==> src/rtl/platform_scheduler.sv <==
// Per-frame platform table controller: picks the scroll from the doodle height,
// walks the table one slot per clock, respawns fallen platforms and counts them.
module platform_scheduler #(
    parameter int NUM_PLAT    = 8,
    parameter int SCREEN_H    = 480,
    parameter int SCROLL_LINE = 160,
    parameter int MAX_SCROLL  = 15,
    parameter int INIT_X      = 240,
    parameter int INIT_GAP    = 60,
    localparam int IDX_W      = (NUM_PLAT > 1) ? $clog2(NUM_PLAT) : 1
) (
    input  logic             Clk,
    input  logic             Reset,
    input  logic             frame_start,
    input  logic [9:0]       doodle_Y,
    input  logic [IDX_W-1:0] rd_idx,
    output logic [9:0]       rd_X,
    output logic [9:0]       rd_Y,
    output logic [3:0]       scroll_amt,
    output logic             busy,
    output logic             frame_done,
    output logic [15:0]      score,
    output logic             overrun
);

    localparam logic [10:0]      SCREEN_H_W    = 11'(SCREEN_H);
    localparam logic [10:0]      SCROLL_LINE_W = 11'(SCROLL_LINE);
    localparam logic [10:0]      MAX_SCROLL_W  = 11'(MAX_SCROLL);
    localparam logic [IDX_W-1:0] LAST_IDX      = IDX_W'(NUM_PLAT - 1);
    localparam logic [9:0]       LFSR_SEED     = 10'h2A5;

    typedef enum logic [1:0] {
        S_IDLE,
        S_CAPTURE,
        S_UPDATE,
        S_DONE
    } state_t;

    state_t           state_reg, state_next;
    logic [IDX_W-1:0] idx_reg, idx_next;
    logic [3:0]       scroll_amt_reg;
    logic [9:0]       doodle_y_reg;
    logic [9:0]       lfsr_reg;
    logic [15:0]      score_reg;
    logic             overrun_reg;
    logic [9:0]       rd_x_reg, rd_y_reg;

    logic [9:0]       x_reg [NUM_PLAT];
    logic [9:0]       y_reg [NUM_PLAT];

    // Scroll decision: distance above the scroll line, computed in 11 bits, then capped
    logic [10:0] doodle_y_ext;
    logic [10:0] scroll_diff;
    logic [3:0]  scroll_calc;

    assign doodle_y_ext = {1'b0, doodle_y_reg};
    assign scroll_diff  = SCROLL_LINE_W - doodle_y_ext;

    always_comb begin
        scroll_calc = '0;
        if (doodle_y_ext < SCROLL_LINE_W) begin
            if (scroll_diff > MAX_SCROLL_W)
                scroll_calc = 4'(MAX_SCROLL);
            else
                scroll_calc = scroll_diff[3:0];
        end
    end

    // Table walk datapath for the slot currently addressed by idx_reg
    logic        upd_en;
    logic [9:0]  cur_y;
    logic [10:0] sum_y;
    logic        fell_off;
    logic        respawn;
    logic [9:0]  wr_y;
    logic [9:0]  wr_x;

    assign upd_en   = (state_reg == S_UPDATE);
    assign cur_y    = y_reg[idx_reg];
    assign sum_y    = {1'b0, cur_y} + {7'd0, scroll_amt_reg};
    assign fell_off = (sum_y >= SCREEN_H_W);
    assign respawn  = upd_en && fell_off;
    assign wr_y     = fell_off ? 10'(sum_y - SCREEN_H_W) : sum_y[9:0];
    assign wr_x     = {1'b0, lfsr_reg[8:0]};

    always_comb begin
        state_next = state_reg;
        idx_next   = idx_reg;
        case (state_reg)
            S_IDLE: begin
                if (frame_start)
                    state_next = S_CAPTURE;
            end
            S_CAPTURE: begin
                idx_next = '0;
                if (scroll_calc == 4'd0)
                    state_next = S_DONE;
                else
                    state_next = S_UPDATE;
            end
            S_UPDATE: begin
                if (idx_reg == LAST_IDX)
                    state_next = S_DONE;
                else
                    idx_next = idx_reg + 1'b1;
            end
            S_DONE: begin
                state_next = S_IDLE;
            end
            default: begin
                state_next = S_IDLE;
            end
        endcase
    end

    always_ff @(posedge Clk or negedge Reset) begin
        if (!Reset) begin
            state_reg      <= S_IDLE;
            idx_reg        <= '0;
            scroll_amt_reg <= '0;
            doodle_y_reg   <= '0;
            lfsr_reg       <= LFSR_SEED;
            score_reg      <= '0;
            overrun_reg    <= 1'b0;
            rd_x_reg       <= '0;
            rd_y_reg       <= '0;
        end else begin
            state_reg <= state_next;
            idx_reg   <= idx_next;
            lfsr_reg  <= {lfsr_reg[8:0], lfsr_reg[9] ^ lfsr_reg[6]};
            // Read samples the table before this edge's write lands
            rd_x_reg  <= x_reg[rd_idx];
            rd_y_reg  <= y_reg[rd_idx];
            if (state_reg == S_IDLE && frame_start)
                doodle_y_reg <= doodle_Y;
            if (state_reg == S_CAPTURE)
                scroll_amt_reg <= scroll_calc;
            if (respawn && score_reg != 16'hFFFF)
                score_reg <= score_reg + 16'd1;
            if (frame_start && state_reg != S_IDLE)
                overrun_reg <= 1'b1;
        end
    end

    generate
        for (genvar gi = 0; gi < NUM_PLAT; gi++) begin : g_plat
            localparam int INIT_Y = SCREEN_H - 10 - gi * INIT_GAP;

            always_ff @(posedge Clk or negedge Reset) begin
                if (!Reset) begin
                    x_reg[gi] <= 10'(INIT_X);
                    y_reg[gi] <= 10'(INIT_Y);
                end else if (upd_en && idx_reg == IDX_W'(gi)) begin
                    y_reg[gi] <= wr_y;
                    if (fell_off)
                        x_reg[gi] <= wr_x;
                end
            end
        end
    endgenerate

    assign rd_X       = rd_x_reg;
    assign rd_Y       = rd_y_reg;
    assign scroll_amt = scroll_amt_reg;
    assign busy       = (state_reg != S_IDLE);
    assign frame_done = (state_reg == S_DONE);
    assign score      = score_reg;
    assign overrun    = overrun_reg;

endmodule

==> config.mk <==
export PLATFORM = sky130hd
export DESIGN_NAME = platform_scheduler
export DESIGN_NICKNAME = d
export VERILOG_FILES = /design/src/rtl/platform_scheduler.sv
export SDC_FILE = /design/constraint.sdc
export NUM_CORES = 1
export LEC_CHECK = 0
export BUFFER_PORTS_ARGS = -buffer_cell sky130_fd_sc_hd__buf_4
export CORE_MARGIN = 2
export CORE_UTILIZATION = 40
export CTS_CLUSTER_SIZE = 20
export DETAILED_ROUTE_END_ITERATION = 10
export MAX_ROUTING_LAYER = met4
export PLACE_DENSITY = 0.55
export REMOVE_ABC_BUFFERS = 1
export SYNTH_ARGS = -nofsm -noshare
export SYNTH_HDL_FRONTEND = slang
export SYNTH_SLANG_ARGS = --single-unit
==> constraint.sdc <==
create_clock -name Clk -period 5.9 [get_ports Clk]
set_input_delay 0.295 -clock Clk [delete_from_list [all_inputs] [get_ports Clk]]
set_output_delay 0.295 -clock Clk [all_outputs]
set_load 0.02 [all_outputs]
; Word-level counts from Yosys, hierarchy flattened
; Cells that the tools add are included.
[op_classes]
n_addsub = 5
order_cmp = 5
n_eq_ne = 14
mux = 18
bitwise = 3
n_reduce_logical = 27
[ops]
columns = op, count
row1 = binary-select mux 10 bit (select 3 bit), 3
row2 = 2-to-1 mux 10 bit, 7
row3 = AND reduction 2 bit, 10
row4 = adder 16 x 1 -> 16 bit (second input constant), 1
row5 = inequality test 16 bit (second input constant), 1
row6 = equality test 3 bit (second input constant), 4
row7 = logical AND 1 bit, 12
row8 = adder 10 x 4 -> 11 bit, 1
row9 = greater-or-equal comparator 11 x 9 -> 1 bit (second input constant), 1
row10 = > comparator 11 x 4 -> 1 bit (second input constant), 1
row11 = subtractor 8 x 10 -> 11 bit (first input constant), 1
row12 = < comparator 10 x 8 -> 1 bit (second input constant), 1
row13 = subtractor 10 x 9 -> 10 bit (second input constant), 1
row14 = greater-or-equal comparator 4 bit (second input constant), 2
row15 = 2-to-1 mux 4 bit, 2
row16 = NOT 3 -> 4 bit, 2
row17 = one-hot mux 2 bit (4 select lines), 1
row18 = equality test 3 x 2 -> 1 bit (second input constant), 2
row19 = one-hot mux 3 bit (2 select lines), 1
row20 = equality test 2 bit (second input constant), 2
row21 = zero test 4 bit, 1
row22 = 2-to-1 mux 2 bit, 2
row23 = inequality test 2 bit (second input constant), 2
row24 = nonzero test 2 bit, 2
row25 = 9 further kinds, 9
[word_totals]
reg_bits = 218
input_bits = 16
output_inout_bits = 43
elab_cells = 97

; Longest topological paths before layout
[depth]
word_depth = 8
depth_mapped = 20
mapped_depth_nobuf = 15

; Worst setup path before layout
; Ideal clock, no wire load.
[synth_timing]
path_type = reg-to-reg
startpoint = register idx_reg[0]
endpoint = register y_reg[26] in the netlist's numbering
setup_time_ns = 0.142
arrival_ns = 4.209
required_ns = 5.758
path_slack_ns = 1.548
path_stages_with_launch = 17
path_buffers = 4
synth_period_minus_slack_ns = 4.352
cell_sequence = dfrtp_1 -> buf_6 -> buf_8 -> buf_2 -> mux4_2 -> nand2_1 -> nand2_1 -> ha_1 -> a211o_1 -> a21oi_1 -> nor2_1 -> xnor2_1 -> clkbuf_1 -> ha_1 -> o2bb2ai_1 -> mux2i_1 -> o22ai_1
[synth_between]
elab_chain_cells = 7
word_cells_on_any_way = 10
classes_between = add/sub (2) / order compare (1) / eq/ne (1) / mux (4) / bitwise (1) / reduce/logical (1)
[synth_lines]
columns = element, line_no
row1 = "start, declared", 40  ; logic [IDX_W-1:0] idx_reg, idx_next;
row2 = "start signal, assigned", 129  ; idx_reg <= idx_next;
row3 = NOT 3 -> 4 bit (not written as such), 79  ; assign cur_y = y_reg[idx_reg];
row4 = binary-select mux 10 bit (select 3 bit), 79
row5 = 2-to-1 mux 10 bit (not written as such) (2 in series), 79
row6 = adder 10 x 4 -> 11 bit, 80  ; assign sum_y = {1'b0, cur_y} + {7'd0, scroll_amt_reg};
row7 = subtractor 10 x 9 -> 10 bit / greater-or-equal comparator 11 x 9 -> 1 bit (equally long branches), "83, 81"
row8 = 2-to-1 mux 10 bit, 83  ; assign wr_y = fell_off ? 10'(sum_y - SCREEN_H_W) : sum_y[9:0];
row9 = "end signal, assigned by index", 152  ; y_reg[gi] <= 10'(INIT_Y);
row10 = "end signal, assigned by index", 154  ; y_reg[gi] <= wr_y;
row11 = "end, declared", 49  ; logic [9:0] y_reg [NUM_PLAT];
; Parallel ways exist; a longest one is shown, timed or not. The select of a mux whose other input is x is not followed.
; A chain may end at the register's enable or synchronous reset.

; Worst setup path after layout
[layout_timing]
startpoint = register idx_reg[0]
endpoint = register x_reg[72] in the netlist's numbering
[layout_between]
elab_chain_cells = 7
word_cells_on_any_way = 9
classes_between = add/sub (1) / order compare (1) / mux (3) / bitwise (1) / reduce/logical (3)
[layout_lines]
columns = element, line_no
row1 = NOT 3 -> 4 bit (not written as such), 79
row2 = binary-select mux 10 bit (select 3 bit), 79
row3 = 2-to-1 mux 10 bit (not written as such) (2 in series), 79
row4 = adder 10 x 4 -> 11 bit, 80
row5 = greater-or-equal comparator 11 x 9 -> 1 bit, 81  ; assign fell_off = (sum_y >= SCREEN_H_W);
row6 = AND reduction 2 bit (no line) (*), n/a
row7 = "end signal, assigned by index", 151  ; x_reg[gi] <= 10'(INIT_X);
row8 = "end signal, assigned by index", 156  ; x_reg[gi] <= wr_x;
row9 = "end, declared", 48  ; logic [9:0] x_reg [NUM_PLAT];
; Every way passes the cells marked *; elsewhere a longest branch is shown, timed or not. The select of a mux whose other input is x is not followed.

==> impl_metrics.tcl <==
set metrics [dict create \
    finalHoldViolations 0 \
    crit_chain "mux4_2, nand2_1, nand2_1, ha_1, fa_1, a21o_1, a21oi_1, nor3_1, xnor2_1, inv_1, ha_1, o2bb2a_4, buf_4, or3_1, nand3_1" \
    drt_iter0_markers 726 \
    htreeDepth 1 \
    holdWs_ns 0.0211 \
    synth-edff-count 0 \
    rows 66 \
    worst-path-buf-inv 2 \
    gr-usage-met3_pct 2.45 \
    layout-drive-gt1-share_pct 22.2 \
    critPathLaunchType "flop" \
    fin_skew_ns 0.0107 \
    switching_share_pct 42.5 \
    netSwitchingPower_mw 2.96 \
    numClockSinks 217 \
    synth.cell_area_um2 13000 \
    vdd_drop_max_v 0.000223 \
    postLayoutCoreUtil_pct 45.3 \
    clock_power_share_pct 23.4 \
    antenna_cells 0 \
    cellLeakagePower_nw 6.09 \
    clk_latency_ns 0.53 \
    firstDrtPassIters 5 \
    p_comb_share_pct 46.7 \
    gr-total-overflow 0 \
    synth_warnings 0 \
    worst-path-stages 15 \
    required_ns 6.31 \
    vias 10540 \
    largest_reg_flops 80 \
    crit_slowest_cell "dfrtp_1" \
    reg2reg_from "idx_reg[0]" \
    yosys.area_share.simple_pct 18.5 \
    grt_usage_pct 23.3 \
    cts_setup_buffers 0 \
    synthMuxAreaShare_pct 13.4 \
    crit_fanout 56 \
    wirelength_um 38400 \
    wl_per_cell_um 21.8 \
    synth_area_per_cell_um2 10.1 \
    gr-usage-met2_pct 37.0 \
    cts_buffer_depth 3 \
    ios 59 \
    clkTransAtPathRegs_ns 0.06 \
    ys_ff_latch 217 \
    clock-root-buffer "clkbuf_16" \
    critPathMaxStageDelay_ns 0.76 \
    worstMarginPinSlew_ns 1.07 \
    crit_path_start "idx_reg[0]" \
    endpoint "x_reg[72]" \
    synth_xor_area_share_pct 1.28 \
    place.port_buffers 57 \
    syn2layout_area_growth_pct 12.2 \
    max_freq_ghz 0.201 \
    tritoncts "done" \
    numCtsBuffers 27 \
    power.internal_mw 4.01 \
    synthFlopType "dfrtp_1" \
    cp.arrival_ns 5.37 \
    slew_viol_final 0 \
    ys_async_sr_fraction_pct 100 \
    relSlewSlack_pct 28.4 \
    path_class "flop to flop" \
    fp.dieW_um 184 \
    start_util_pct 40.3 \
    hpwl_um 22100 \
    grt_use_met1_pct 32.7 \
    synth_top_family_by_area "simple AND/OR/NAND/NOR gates" \
    power_density_nw_per_um2 477 \
    grt_pass1_vias 10327 \
    drc_errors 0 \
    routabilityCongestion 0.864 \
    setup_viol_count_final 0 \
    finalCritPeriodShare_pct 84.2 \
    dieArea_um2 34000 \
    synth_compound_area_share_pct 16.6 \
    hold_path_class "primary input to flop" \
    r2r-end "x_reg[72]" \
    maxCapViolCount 0 \
    ys_seq_area_share_pct 42.4 \
    routed_via_density 5.98 \
    grt_max_degree 126 \
    synth-adder-area-share_pct 1.88 \
    core_um2 32300 \
    status "finished clean" \
    syn_inst 1296 \
    finalCriticalPeriod_ns 4.97 \
    busiest_layer "met2" \
    antenna_found_initial 0 \
    nets 1335 \
    path_delay_family "compound AO/OA/AOI/OAI gates" \
    rsz0062_at_grt "false" \
    end_kind "flop" \
    die_h_um 184 \
    reg2reg_depth 15 \
    detail-route-antenna-nets 0 \
    grt_pass1_wl_um 60100 \
    synth_cell_types 64 \
    seqPwrFrac_pct 29.9 \
    reg2reg_setup_slack_ns 0.93 \
]
synthesized netlist by cell type, drive strengths merged (2+ instances only):
cell | n | area, um^2
mux4 | 58 | 1340
or2 | 2 | 12.5
o2bb2ai | 3 | 26.3
dfrtp | 143 | 3580
xnor2 | 15 | 131
nand4 | 9 | 56.3
nor3 | 27 | 135
and3 | 10 | 62.6
nand2 | 185 | 694
a21boi | 3 | 22.5
dfstp | 74 | 1940
or4 | 3 | 22.5
o2111ai | 10 | 87.6
a221oi | 2 | 17.5
nand4b | 3 | 26.3
a22oi | 8 | 60.1
ha | 18 | 225
o211ai | 83 | 623
a41oi | 2 | 17.5
o22ai | 10 | 62.6
mux2i | 6 | 60.1
nand3 | 111 | 556
and2 | 11 | 68.8
nor2b | 4 | 25.0
xor2 | 4 | 35.0
nor4 | 2 | 12.5
nor2 | 54 | 203
a2bb2oi | 80 | 701
a21oi | 18 | 90.1
o21a | 4 | 30.0
mux2 | 31 | 353
a31oi | 7 | 43.8
buf | 64 | 427
clkbuf | 61 | 250
o21ai | 44 | 220
a21o | 5 | 37.5
nand2b | 3 | 18.8
a211oi | 5 | 37.5
inv | 20 | 75.1
or3 | 79 | 494
cell type report:
| cell class | instances | area (um^2) |
|---|---|---|
| Fill cell | 3100 | 17700 |
| Multi-Input combinational cell | 933 | 6760 |
| Sequential cell | 217 | 5520 |
| Timing Repair Buffer | 101 | 841 |
| Clock buffer | 39 | 761 |
| Tap cell | 442 | 553 |
| Clock inverter | 10 | 100 |
| Inverter | 20 | 75.1 |
layout by cell type (no fill, tap or decap), types with 5 or more instances in the layout:
cell / n
dlygate4sd3_1: 10
a22oi_1: 8
dfrtp_1: 143
and3_1: 10
buf_4: 86
o211ai_1: 83
clkinv_2: 8
ha_1: 18
a2bb2oi_1: 80
xnor2_1: 15
a31oi_1: 7
a21o_1: 5
nor3_1: 27
inv_1: 20
and2_1: 11
mux4_1: 7
nand2_1: 183
mux2i_1: 6
nor2_1: 54
clkbuf_16: 27
a211oi_1: 5
o22ai_1: 10
a21oi_1: 18
dfstp_2: 74
mux4_2: 50
o2111ai_1: 10
clkbuf_1: 8
nand4_1: 9
o21ai_0: 44
mux2_2: 30
or3_1: 79
nand3_1: 111
timing repair:
| action | CTS | global route |
|---|---|---|
| hold endpoints to repair | 77 | 0 |
| gates resized for setup | 0 | 0 |
| hold buffers | 10 | 0 |
power by group through the flow:
stage | clock network [mW] | registers, mW | logic [mW]
2_1_floorplan | 0 | 2.11 | 2.15
3_3_place_gp | 0 | 2.09 | 3.18
3_5_place_dp | 0 | 2.10 | 3.23
4_1_cts | 1.67 | 2.08 | 3.24
5_1_grt | 1.73 | 2.13 | 3.51
6_report | 1.63 | 2.09 | 3.26
worst min path at each step:
stage | depth (start not counted) | slack (ns) | to | from
floorplan | 0 | -0.0006 | doodle_y_reg[0] | Reset
global placement | 1 | 0.38 | doodle_y_reg[3] | Reset
detailed placement | 1 | 0.37 | doodle_y_reg[3] | Reset
CTS | 2 | 0.002 | doodle_y_reg[0] | doodle_Y[0]
global route | 2 | 0.002 | doodle_y_reg[0] | doodle_Y[0]
finish | 2 | 0.02 | doodle_y_reg[0] | doodle_Y[0]
worst register-to-register path, cell delays in order, from the launching register on:
cell	delay, ns
dfrtp_1	0.76
mux4_2	0.59
nand2_1	0.08
nand2_1	0.05
ha_1	0.22
fa_1	0.42
a21o_1	0.23
a21oi_1	0.36
nor3_1	0.12
xnor2_1	0.26
inv_1	0.07
ha_1	0.27
o2bb2a_4	0.64
buf_4	0.51
or3_1	0.19
nand3_1	0.06
metal layers:
metal  routed length [um]  vias up
li1                     -     4848
met1                18200     5378
met2                18000      278
met3                 1700       36
met4                  565        0
met5                    0        -
kinds of logic (layout without fill, tap and decap cells):
family | Yosys count | count (layout)
simple gates | 506 | 506
compound gates | 293 | 293
xor+xnor | 19 | 19
other cells | 1 | 1
flops | 217 | 217
buf+inv | 146 | 170
mux | 95 | 95
fa+ha+maj | 19 | 19
stage by stage:
| step | setup TNS [ns] | setup WS [ns] | area [um^2] | instances | power [mW] |
|---|---|---|---|---|---|
| CTS | 0 | 0.959 | 14600 | 1762 | 7.00 |
| detailed placement | 0 | 0.962 | 13700 | 1703 | 5.34 |
| global placement | 0 | 1.04 | 13700 | 1703 | 5.28 |
| global route | 0 | 0.593 | 14600 | 1762 | 7.38 |
| floorplan | -38.08 | -0.619 | 12300 | 1170 | 4.26 |
| finish | 0 | 0.931 | 14600 | 1762 | 6.98 |
No activity file was read; power rests on OpenSTA's default activity.
